--- src/rtl/seg_dynamic.sv ---
// Six-digit common-anode 7-segment scanner. A shift-add-3 engine converts the
// saturated 20-bit input to BCD; the scan stage blanks leading zeros and places minus/dp.
module seg_dynamic #(
  parameter logic [15:0] CNT_MAX = 16'd49_999
) (
  input  logic        sys_clk,
  input  logic        sys_rst_n,
  input  logic [19:0] data,
  input  logic [5:0]  point,
  input  logic        sign,
  input  logic        seg_en,
  output logic [5:0]  sel,
  output logic [7:0]  seg
);

  localparam logic [19:0] DATA_MAX = 20'd999_999;

  typedef enum logic [1:0] {IDLE, SHIFT, DONE} state_t;

  state_t      state;
  logic [4:0]  shift_cnt;
  logic [19:0] bin_p0;
  logic [23:0] bcd_p0;
  logic [5:0]  point_p0;
  logic        sign_p0;
  logic [23:0] disp_bcd_p1;
  logic [5:0]  disp_point_p1;
  logic        disp_sign_p1;
  logic [15:0] scan_cnt;
  logic [2:0]  digit_idx;
  logic [2:0]  msd;
  logic [2:0]  hp;
  logic [2:0]  top;
  logic [7:0]  digit_seg;

  function automatic logic [19:0] sat_data(input logic [19:0] d);
    return (d > DATA_MAX) ? DATA_MAX : d;
  endfunction

  function automatic logic [23:0] bcd_adjust(input logic [23:0] b);
    logic [23:0] r;
    for (int n = 0; n < 6; n++)
      r[4*n +: 4] = (b[4*n +: 4] >= 4'd5) ? b[4*n +: 4] + 4'd3 : b[4*n +: 4];
    return r;
  endfunction

  function automatic logic [7:0] decode(input logic [3:0] d);
    case (d)
      4'd0:    return 8'hC0;
      4'd1:    return 8'hF9;
      4'd2:    return 8'hA4;
      4'd3:    return 8'hB0;
      4'd4:    return 8'h99;
      4'd5:    return 8'h92;
      4'd6:    return 8'h82;
      4'd7:    return 8'hF8;
      4'd8:    return 8'h80;
      4'd9:    return 8'h90;
      default: return 8'hFF;
    endcase
  endfunction

  // Stage p0: conversion engine; p1: display registers updated atomically in DONE
  always_ff @(posedge sys_clk or negedge sys_rst_n) begin
    if (!sys_rst_n) begin
      state         <= IDLE;
      shift_cnt     <= '0;
      bin_p0        <= '0;
      bcd_p0        <= '0;
      point_p0      <= '0;
      sign_p0       <= 1'b0;
      disp_bcd_p1   <= '0;
      disp_point_p1 <= '0;
      disp_sign_p1  <= 1'b0;
    end else begin
      case (state)
        IDLE: begin
          bin_p0    <= sat_data(data);
          point_p0  <= point;
          sign_p0   <= sign;
          bcd_p0    <= '0;
          shift_cnt <= '0;
          state     <= SHIFT;
        end
        SHIFT: begin
          {bcd_p0, bin_p0} <= {bcd_adjust(bcd_p0), bin_p0} << 1;
          shift_cnt        <= shift_cnt + 5'd1;
          if (shift_cnt == 5'd19) state <= DONE;
        end
        DONE: begin
          disp_bcd_p1   <= bcd_p0;
          disp_point_p1 <= point_p0;
          disp_sign_p1  <= sign_p0;
          state         <= IDLE;
        end
        default: state <= IDLE;
      endcase
    end
  end

  always_ff @(posedge sys_clk or negedge sys_rst_n) begin
    if (!sys_rst_n) begin
      scan_cnt  <= '0;
      digit_idx <= '0;
    end else if (scan_cnt == CNT_MAX) begin
      scan_cnt  <= '0;
      digit_idx <= (digit_idx == 3'd5) ? 3'd0 : digit_idx + 3'd1;
    end else begin
      scan_cnt <= scan_cnt + 16'd1;
    end
  end

  // The visible span runs to the higher of the top nonzero digit and the top dp
  always_comb begin
    msd = '0;
    hp  = '0;
    for (int n = 0; n < 6; n++) begin
      if (disp_bcd_p1[4*n +: 4] != 4'd0) msd = 3'(n);
      if (disp_point_p1[n])              hp  = 3'(n);
    end
    top       = (msd > hp) ? msd : hp;
    digit_seg = 8'hFF;
    if (digit_idx <= top)
      digit_seg = decode(disp_bcd_p1[{digit_idx, 2'b00} +: 4]);
    else if (disp_sign_p1 && (digit_idx == top + 3'd1))
      digit_seg = 8'hBF;
    if (disp_point_p1[digit_idx]) digit_seg[7] = 1'b0;
  end

  // Stage p2: registered outputs
  always_ff @(posedge sys_clk or negedge sys_rst_n) begin
    if (!sys_rst_n) begin
      sel <= '0;
      seg <= 8'hFF;
    end else if (seg_en) begin
      sel <= 6'b000001 << digit_idx;
      seg <= digit_seg;
    end else begin
      sel <= '0;
      seg <= 8'hFF;
    end
  end

endmodule
--- config.mk ---
export PLATFORM = sky130hd
export DESIGN_NAME = seg_dynamic
export DESIGN_NICKNAME = d
export VERILOG_FILES = /design/src/rtl/seg_dynamic.sv
export SDC_FILE = /design/constraint.sdc
export NUM_CORES = 1
export LEC_CHECK = 0
export ABC_CLOCK_PERIOD_IN_PS = 3500
export CAP_MARGIN = 20
export CORE_MARGIN = 8
export CORE_UTILIZATION = 30
export DETAILED_ROUTE_END_ITERATION = 8
export GPL_ROUTABILITY_DRIVEN = 0
export PLACE_DENSITY_LB_ADDON = 0.1
export SLEW_MARGIN = 5
export SYNTH_ARGS = -nofsm -noshare
export SYNTH_HDL_FRONTEND = slang
export SYNTH_SLANG_ARGS = --single-unit
--- constraint.sdc ---
create_clock -name sys_clk -period 3.5 [get_ports sys_clk]
set_input_delay 0.7 -clock sys_clk [delete_from_list [all_inputs] [get_ports sys_clk]]
set_output_delay 0.7 -clock sys_clk [all_outputs]
set_load 0.05 [all_outputs]
# After elaboration in Yosys (flattened, before gate mapping)
# Memory sizes are Yosys's and may differ from the RTL's.
# Cells that the tools add are included.
# totals
rom_bits,112
reg_bits,122
memories,1
ram_bits,0
latchBits,0
elab_cells,83
# classes
muxes,32
reduce_logical,8
div,0
bitwise_logic,0
multipliers,0
addsub,10
eq_ne,7
order_cmp,10
shift,2
# memory_table
memory,words,word_bits,rd,rd_ports_with_merged_regs,wr,line_no,source
(name not given),16,7,1,0,0,48,case (d)
# op_table
operator,n
24-bit case mux with 2 select lines,1
20-bit case mux with 2 select lines,1
3-bit 2-to-1 mux,11
"4-bit by 3-bit greater-or-equal comparator with 1-bit output, second input constant",6
24-bit by 6-bit variable part select with 4-bit output,1
"4-bit by 2-bit adder with 4-bit output, second input constant",5
"20-bit > comparator, second input constant",1
20-bit 2-to-1 mux,1
4-bit 2-to-1 mux,5
4-bit nonzero test,5
"16-bit by 1-bit adder with 16-bit output, second input constant",1
"16-bit == test, second input constant",1
16-bit 2-to-1 mux,1
8-bit 2-to-1 mux,2
5-bit case mux with 2 select lines,1
7-bit 2-to-1 mux,1
"3-bit by 1-bit adder with 3-bit output, second input constant",2
6-bit 2-to-1 mux,1
"1-bit by 3-bit left shift with 6-bit output, first input constant",1
"5-bit by 1-bit adder with 5-bit output, second input constant",1
"5-bit == test, second input constant",1
"3-bit by 4-bit < comparator with 1-bit output, second input constant",1
1-bit 2-to-1 mux,4
2-bit case mux with 2 select lines,1
13 further kinds,13

# Depth between registers and ports, before layout
# Gate-level depths: netlist (run 1).
# depth
depth_word,15
ltp_mapped,17

# Least setup slack after synthesis (run 1)
# No wires, ideal clock.
# synth_timing
path_kind,register -> register
startpoint,register disp_bcd_p1[21]
endpoint,register seg[0]
t_arrival_ns,3.360
path_stages_with_launch,18
period_less_slack_ns,3.452
setup_time_ns,0.092
setup_slack_ns,0.048
path_cell_list,dfrtp_1 or4_4 nand2b_4 a21oi_1 ha_1 nand2_1 o21ai_1 and2_1 nor2_1 a21o_1 inv_1 ha_1 nor2b_1 o21a_1 o21ai_0 nand2_1 nor2_1 a22oi_1
# synth_between
elab_chain_cells,7
elab_cells_between_ends,9
cone_classes,2 x order compare; 1 x shift; 4 x mux; 1 x reduce/logical; 1 x memory
# synth_rtl
item,line_no,source
from (decl),26,logic [23:0] disp_bcd_p1;
from (signal assigned),91,disp_bcd_p1 <= bcd_p0;
4-bit nonzero test,118,if (disp_bcd_p1[4*n +: 4] != 4'd0) msd = 3'(n);
3-bit 2-to-1 mux,118,
3-bit > comparator,121,top = (msd > hp) ? msd : hp;
3-bit 2-to-1 mux,121,
3-bit <= comparator,123,if (digit_idx <= top)
8-bit 2-to-1 mux *,123,
8-bit 2-to-1 mux *,135,end else if (seg_en) begin
to (signal assigned),137,seg <= digit_seg;
to (decl),13,output logic [7:0] seg
# Every way passes the cells marked *; elsewhere a longest branch is shown, timed or not.
# A chain may end at the register's enable or synchronous reset.

# Worst setup path after layout (run 1)
# layout_timing
startpoint,register disp_bcd_p1[21]
endpoint,register seg[6]
# layout_between
elab_chain_cells,10
elab_cells_between_ends,13
cone_classes,1 x add/sub; 2 x order compare; 1 x eq/ne; 1 x shift; 5 x mux; 2 x reduce/logical; 1 x memory
# layout_rtl
item,line_no,source
4-bit nonzero test,118,
3-bit 2-to-1 mux,118,
3-bit > comparator,121,
3-bit 2-to-1 mux,121,
3-bit by 1-bit adder with 3-bit output,125,else if (disp_sign_p1 && (digit_idx == top + 3'd1))
3-bit == test,125,
1-bit logical AND,125,
7-bit 2-to-1 mux,125,
8-bit 2-to-1 mux *,123,
8-bit 2-to-1 mux *,135,
# Marks and branches as above.

==> results.sh, run 1 <==
export IMPL_status="complete, no violations"
export IMPL_met2_length_um=6370
export IMPL_ioPinCount=44
export IMPL_h_tree_depth=4
export IMPL_postRouteAntennaNets=0
export IMPL_cts_num_sinks=122
export IMPL_synth_area_um2=6270
export IMPL_synthTopCellsByArea="dfrtp_1, ha_1, mux2_2"
export IMPL_tightest_slew_ps=890
export IMPL_synthArstFlopShare_pct=100
export IMPL_postSynthCellCount=621
export IMPL_core_area_um2=20800
export IMPL_grt_pass1_wl_um=23900
export IMPL_place_ws_ps=-69.9
export IMPL_slowest_stage="or4_4"
export IMPL_hold_viol=0
export IMPL_wl_per_cell_um=14.2
export IMPL_overflow=0
export IMPL_synth_most_common_cell="dfrtp_1"
export IMPL_end_kind="flip-flop"
export IMPL_fill_cells=2068
export IMPL_setup_viol=0
export IMPL_timing_slew_headroom_pct=40.7
export IMPL_fin_worst_skew_ps=11.5
export IMPL_fin_cells=965
export IMPL_syn2layout_area_growth_pct=23.9
export IMPL_fmaxAchievable_mhz=300
export IMPL_ys_seq_elements=122
export IMPL_yosys_top_cells_count="dfrtp_1, nand2_1, nor2_1, o21ai_0, a21oi_1"
export IMPL_worstSetupPathType="flip-flop to flip-flop"
export IMPL_die_area_um2=25800
export IMPL_synth_warnings=0
export IMPL_slowest_delay_ps=530
export IMPL_hold_class="primary input to asynchronous set/reset pin"
export IMPL_wl_met3_um=411
export IMPL_vdd_drop_max_uv=340
export IMPL_dp_cells=929
export IMPL_yosysUniqueCellTypes=51
export IMPL_finalMaxSlewViolations=0
export IMPL_insertion_delay_ps=410
export IMPL_vias=4589
export IMPL_grt_start_max_net_pins=69
export IMPL_synth_top_area_cell="dfrtp_1"
export IMPL_pwr_density_cell_nw_per_um2=587
export IMPL_clockBufferDepth=2
export IMPL_drt_iter0_drc=182
export IMPL_yosysTopAreaCellShare_pct=45.5
export IMPL_synth_area_per_cell_um2=10.1
export IMPL_diodes=0
export IMPL_grt_usage_pct=11.3
export IMPL_cp_cell_sequence="or4_4 > nand2b_4 > a21oi_4 > ha_4 > nand2_1 > o21ai_2 > and2_4 > nor2_1 > a21o_1 > inv_1 > ha_4 > nor2b_1 > o21a_1 > o21ai_2 > nand2_1 > buf_4 > o31ai_2 > o211ai_1"
export IMPL_synth_edff_count=0
export IMPL_routed_top_layer="met4"
export IMPL_start_util_pct=30.2
export IMPL_hold_buffers=0
export IMPL_cp_start_kind="flip-flop"
export IMPL_drv_cap=0
export IMPL_synth_nets=678
export IMPL_required_ps=3820
export IMPL_grt_pass1_vias=4780
export IMPL_layout_drive_gt1_share_pct=15.4
export IMPL_nets=734
export IMPL_die_h_um=161
export IMPL_seq_area_frac_synth_pct=48.8
export IMPL_min_period_ps=3330
export IMPL_numCtsBuffers=17
export IMPL_met1_length_um=6770
export IMPL_antenna_found_initial=0
export IMPL_drc=0
export IMPL_vias_per_cell=4.76
export IMPL_dp_hpwl_um=9840
export IMPL_drtPass1Iterations=4
export IMPL_clkSlewWorstSetupHoldPaths_ps=60
export IMPL_cts_root_buf="clkbuf_16"
export IMPL_placementRows=53
export IMPL_io_buffer_count=43
export IMPL_cp_data_arrival_time_ps=3660
export IMPL_cts_tree="built"
export IMPL_path_max_fanout=4
export IMPL_die_w_um=161
export IMPL_fin_crit_sh_pct=95.2
export IMPL_drt_total_wl_um=13800
export IMPL_setup_slack_ps=166
export IMPL_setup_tns_ps=0
export IMPL_synth_ff_type="dfrtp_1"
export IMPL_cellLeakagePower_nw=3.33
[worst max-delay path: cells and delay by family (launching register included)]
kind | cells | cell delay (ps)
buffers and inverters | 2 | 250
AND/OR/NAND/NOR | 7 | 1220
AO/OA/AOI/OAI | 7 | 1050
flip-flops | 1 | 380
adder cells (fa/ha/maj) | 2 | 350
[final timing paths]
check	startpoint	endpoint	slack (ps)	cells after the start
worst max-delay path	disp_bcd_p1[21]	seg[6]	170	18
worst min-delay path	sys_rst_n	scan_cnt[7]	410	1
worst max register to register	disp_bcd_p1[21]	seg[6]	170	18
worst min register to register	bin_p0[0]	bin_p0[0]	460	2
max in group asynchronous	sys_rst_n	disp_bcd_p1[17]	2260	2
min in group sys_clk	bin_p0[0]	bin_p0[0]	460	2
[repair_timing]
action                                  CTS  global route
buffers inserted                          0             3
pin swaps                                 0             3
hold endpoints to repair                  0             0
resized for setup                         2            10
endpoints found under the setup margin    5             7
[stage by stage]
| step | total power, mW | hold slack [ps] | instance area [µm²] | util (%) |
|---|---|---|---|---|
| 5_1_grt | 4.82 | 484 | 7770 | 37.4 |
| 4_1_cts | 4.52 | 443 | 7670 | 37.0 |
| 3_3_place_gp | 2.68 | 448 | 7070 | 34.1 |
| 3_5_place_dp | 2.70 | 457 | 7070 | 34.1 |
| 2_1_floorplan | 2.37 | 404 | 6270 | - |
| 6_report | 4.56 | 409 | 7770 | 37.4 |
[area by class of cell]
class,instances,area [µm²],share of cell area (%)
Clock inverter,7,115,1.48
Multi-Input combinational cell,445,3070,39.5
Clock buffer,25,485,6.25
Inverter,25,93.8,1.21
Sequential cell,122,3060,39.4
Timing Repair Buffer,66,601,7.73
Tap cell,275,344,4.43
[report_power, final]
part	total (mW)	internal (mW)	switching, mW	leakage (nW)
Sequential	1.69	1.58	0.113	1.55
Combinational	1.09	0.505	0.588	1.50
Clock	1.78	1.17	0.601	0.287
[routing by layer]
layer,GRT usage (%),vias to the layer above
li1,-,2272
met1,14.7,2254
met2,17.9,49
met3,3.02,14
met4,3.61,0
met5,0,-
[cells in the final DEF, fill, tap and decap left out, drive strengths merged, types with 13 or more instances in the layout]
cell type	count
a21oi	32
mux2i	14
nor2	45
ha	27
xor2	13
mux2	38
dfrtp	114
clkdlybuf4s50	42
nand2b	19
o21ai	65
clkbuf	25
xnor2	17
nand2	78
o31ai	14
buf	24
inv	25
[kinds of logic (layout without fill, tap and decap cells)]
group | count (synthesis) | in the layout | synth area share (%)
simple gates | 196 | 196 | 15.1
compound gates | 138 | 138 | 13.0
flops | 122 | 122 | 48.8
mux | 54 | 54 | 9.97
buf+inv | 54 | 123 | 3.45
xor+xnor | 30 | 30 | 4.19
fa+ha+maj | 27 | 27 | 5.39
[sequential cells by signal (all words and copies together) (netlist names)]
signal,flops
seg,8
digit_idx,3
sel,6
disp_sign_p1,1
bin_p0,20
sign_p0,1
point_p0,6
scan_cnt,16
disp_bcd_p1,24
bcd_p0,24
shift_cnt,5
disp_point_p1,6
state,2
(Power assumes the default switching activity.)
==> run 2: changes to the inputs <==
- CTS_BUF_LIST: not set -> sky130_fd_sc_hd__clkbuf_4
- SKIP_LAST_GASP: not set -> 1
==> run 2 against run 1 <==
Against the previous run: routed wire length is 0.31% lower; fmax increased by 1.9%; global-route usage barely moved; cell count is 0.10% higher; non-clock buffer count unchanged; sequential share of layout area increased by 1.6 points; critical path type unchanged.
==> results.sh, run 2 (same netlist as run 1, synthesis figures left out) <==
export IMPL_numCtsBuffers=17
export IMPL_setup_viol=0
export IMPL_dp_cells=929
export IMPL_drtPass1Iterations=4
export IMPL_cp_startpoint="disp_bcd_p1[21]"
export IMPL_hold_ws_ps=286
export IMPL_slowest_stage="or4_4"
export IMPL_cellLeakagePower_nw=3.21
export IMPL_drc=0
export IMPL_path_max_fanout=4
export IMPL_cts_root_buf="clkbuf_4"
export IMPL_fill_cells=2104
export IMPL_tightest_slew_ps=887
export IMPL_cp_start_kind="flip-flop"
export IMPL_io_buffer_count=43
export IMPL_mostFrequentLayoutCells="dfrtp_1, nand2_1, nor2_1"
export IMPL_critPathBufInv=2
export IMPL_vias=4601
export IMPL_clkSlewWorstSetupHoldPaths_ps=110
export IMPL_start_util_pct=30.2
export IMPL_antenna_found_initial=1
export IMPL_cp_data_arrival_time_ps=3710
export IMPL_grt_usage_pct=11.3
export IMPL_drv_cap=0
export IMPL_setup_tns_ps=0
export IMPL_die_area_um2=25800
export IMPL_required_ps=3940
export IMPL_cp_cell_sequence="or4_4 > nand2b_4 > a21oi_4 > ha_4 > nand2_1 > o21ai_2 > and2_4 > nor2_1 > a21o_1 > inv_1 > ha_4 > nor2b_1 > o21a_1 > o21ai_2 > nand2_1 > buf_4 > o31ai_2 > o211ai_1"
export IMPL_fin_worst_skew_ps=22.6
export IMPL_r2r_slack_ps=230
export IMPL_vias_per_cell=4.76
export IMPL_postLayoutCellArea_um2=7470
export IMPL_grt_pass1_wl_um=23900
export IMPL_core_area_um2=20800
export IMPL_fmaxAchievable_mhz=306
export IMPL_status="complete, no violations"
export IMPL_postRouteAntennaNets=0
export IMPL_r2r_start="disp_bcd_p1[21]"
export IMPL_layout_drive_gt1_share_pct=15.7
export IMPL_crit_end="seg[6]"
export IMPL_clockBufferDepth=2
export IMPL_timing_slew_headroom_pct=40.9
export IMPL_path_delay_family="simple AND/OR/NAND/NOR gates"
export IMPL_cts_num_sinks=122
export IMPL_fin_cells=966
export IMPL_end_kind="flip-flop"
export IMPL_hold_class="primary input to asynchronous set/reset pin"
export IMPL_path_depth=18
export IMPL_fin_crit_sh_pct=93.4
export IMPL_ioPinCount=44
export IMPL_pwr_density_cell_nw_per_um2=509
export IMPL_vdd_drop_max_uv=178
export IMPL_layout_commonest_cell="dfrtp_1"
export IMPL_grt_start_max_net_pins=69
export IMPL_min_period_ps=3270
export IMPL_slowest_delay_ps=530
export IMPL_dpl_cell_area_um2=7070
export IMPL_ff2ff_path_depth=18
export IMPL_syn2layout_area_growth_pct=19.1
export IMPL_r2r_end="seg[6]"
export IMPL_largestRegisters="bcd_p0 x24, disp_bcd_p1 x24, bin_p0 x20"
export IMPL_drt_total_wl_um=13700
export IMPL_finish_utilization_pct=36.0
export IMPL_overflow=0
export IMPL_dp_hpwl_um=9840
export IMPL_placementRows=53
export IMPL_die_h_um=161
export IMPL_hold_viol=0
export IMPL_h_tree_depth=4
export IMPL_finalMaxSlewViolations=0
export IMPL_nets=734
export IMPL_drt_iter0_drc=202
export IMPL_insertion_delay_ps=520
export IMPL_wl_per_cell_um=14.2
export IMPL_die_w_um=161
export IMPL_cts_tree="built"
export IMPL_worstSetupPathType="flip-flop to flip-flop"
export IMPL_grt_pass1_vias=4784
run 2: cell types whose count changed in the layout (fill, tap and decap cells not counted), sizes merged:
cell / change
clkbuf: -3
clkinv: +3
diode: +1
run 2: timing repair:
action                     CTS  global route
hold buffers                 0             0
buffers inserted             0             3
gates resized for setup      2            11
setup endpoints to repair    5             7
pin swaps                    0             1
run 2: per-stage QoR:
stage          power [mW]  setup slack (ps)
5_1_grt              4.06           -0.0830
2_1_floorplan        2.37              48.2
3_5_place_dp         2.70             -69.9
3_3_place_gp         2.68              54.5
6_report             3.80               230
4_1_cts              3.77              17.5
run 2: final cells by class:
type | instances | area, µm² | area share (%)
Antenna cell | 1 | 2.50 | 0.0335
Multi-Input combinational cell | 445 | 3080 | 41.2
Tap cell | 275 | 344 | 4.60
Inverter | 25 | 93.8 | 1.26
Timing Repair Buffer | 66 | 601 | 8.04
Sequential cell | 122 | 3060 | 41.0
Clock buffer | 22 | 165 | 2.21
Clock inverter | 10 | 126 | 1.69
run 2: per-layer routing:
layer,track usage (%),share of wire (%),vias up,routed length [µm]
li1,-,-,2276,-
met1,14.5,49,2251,6680
met2,18.0,47,57,6400
met3,2.79,3.0,17,408
met4,4.25,1.6,0,219
met5,0,0,-,0
run 2: how the worst min path moves through the flow:
stage / from / end
2_1_floorplan: sys_rst_n / bcd_p0[0]
3_3_place_gp: bin_p0[0] / bin_p0[0]
3_5_place_dp: scan_cnt[0] / scan_cnt[0]
4_1_cts: sys_rst_n / scan_cnt[7]
5_1_grt: sys_rst_n / scan_cnt[7]
6_report: sys_rst_n / scan_cnt[7]
run 2: power breakdown:
group	leakage [nW]	switching [mW]	internal (mW)
sequential	1.55	0.119	1.57
combinational	1.50	0.579	0.500
clock	0.156	0.508	0.526
total	3.21	1.21	2.60
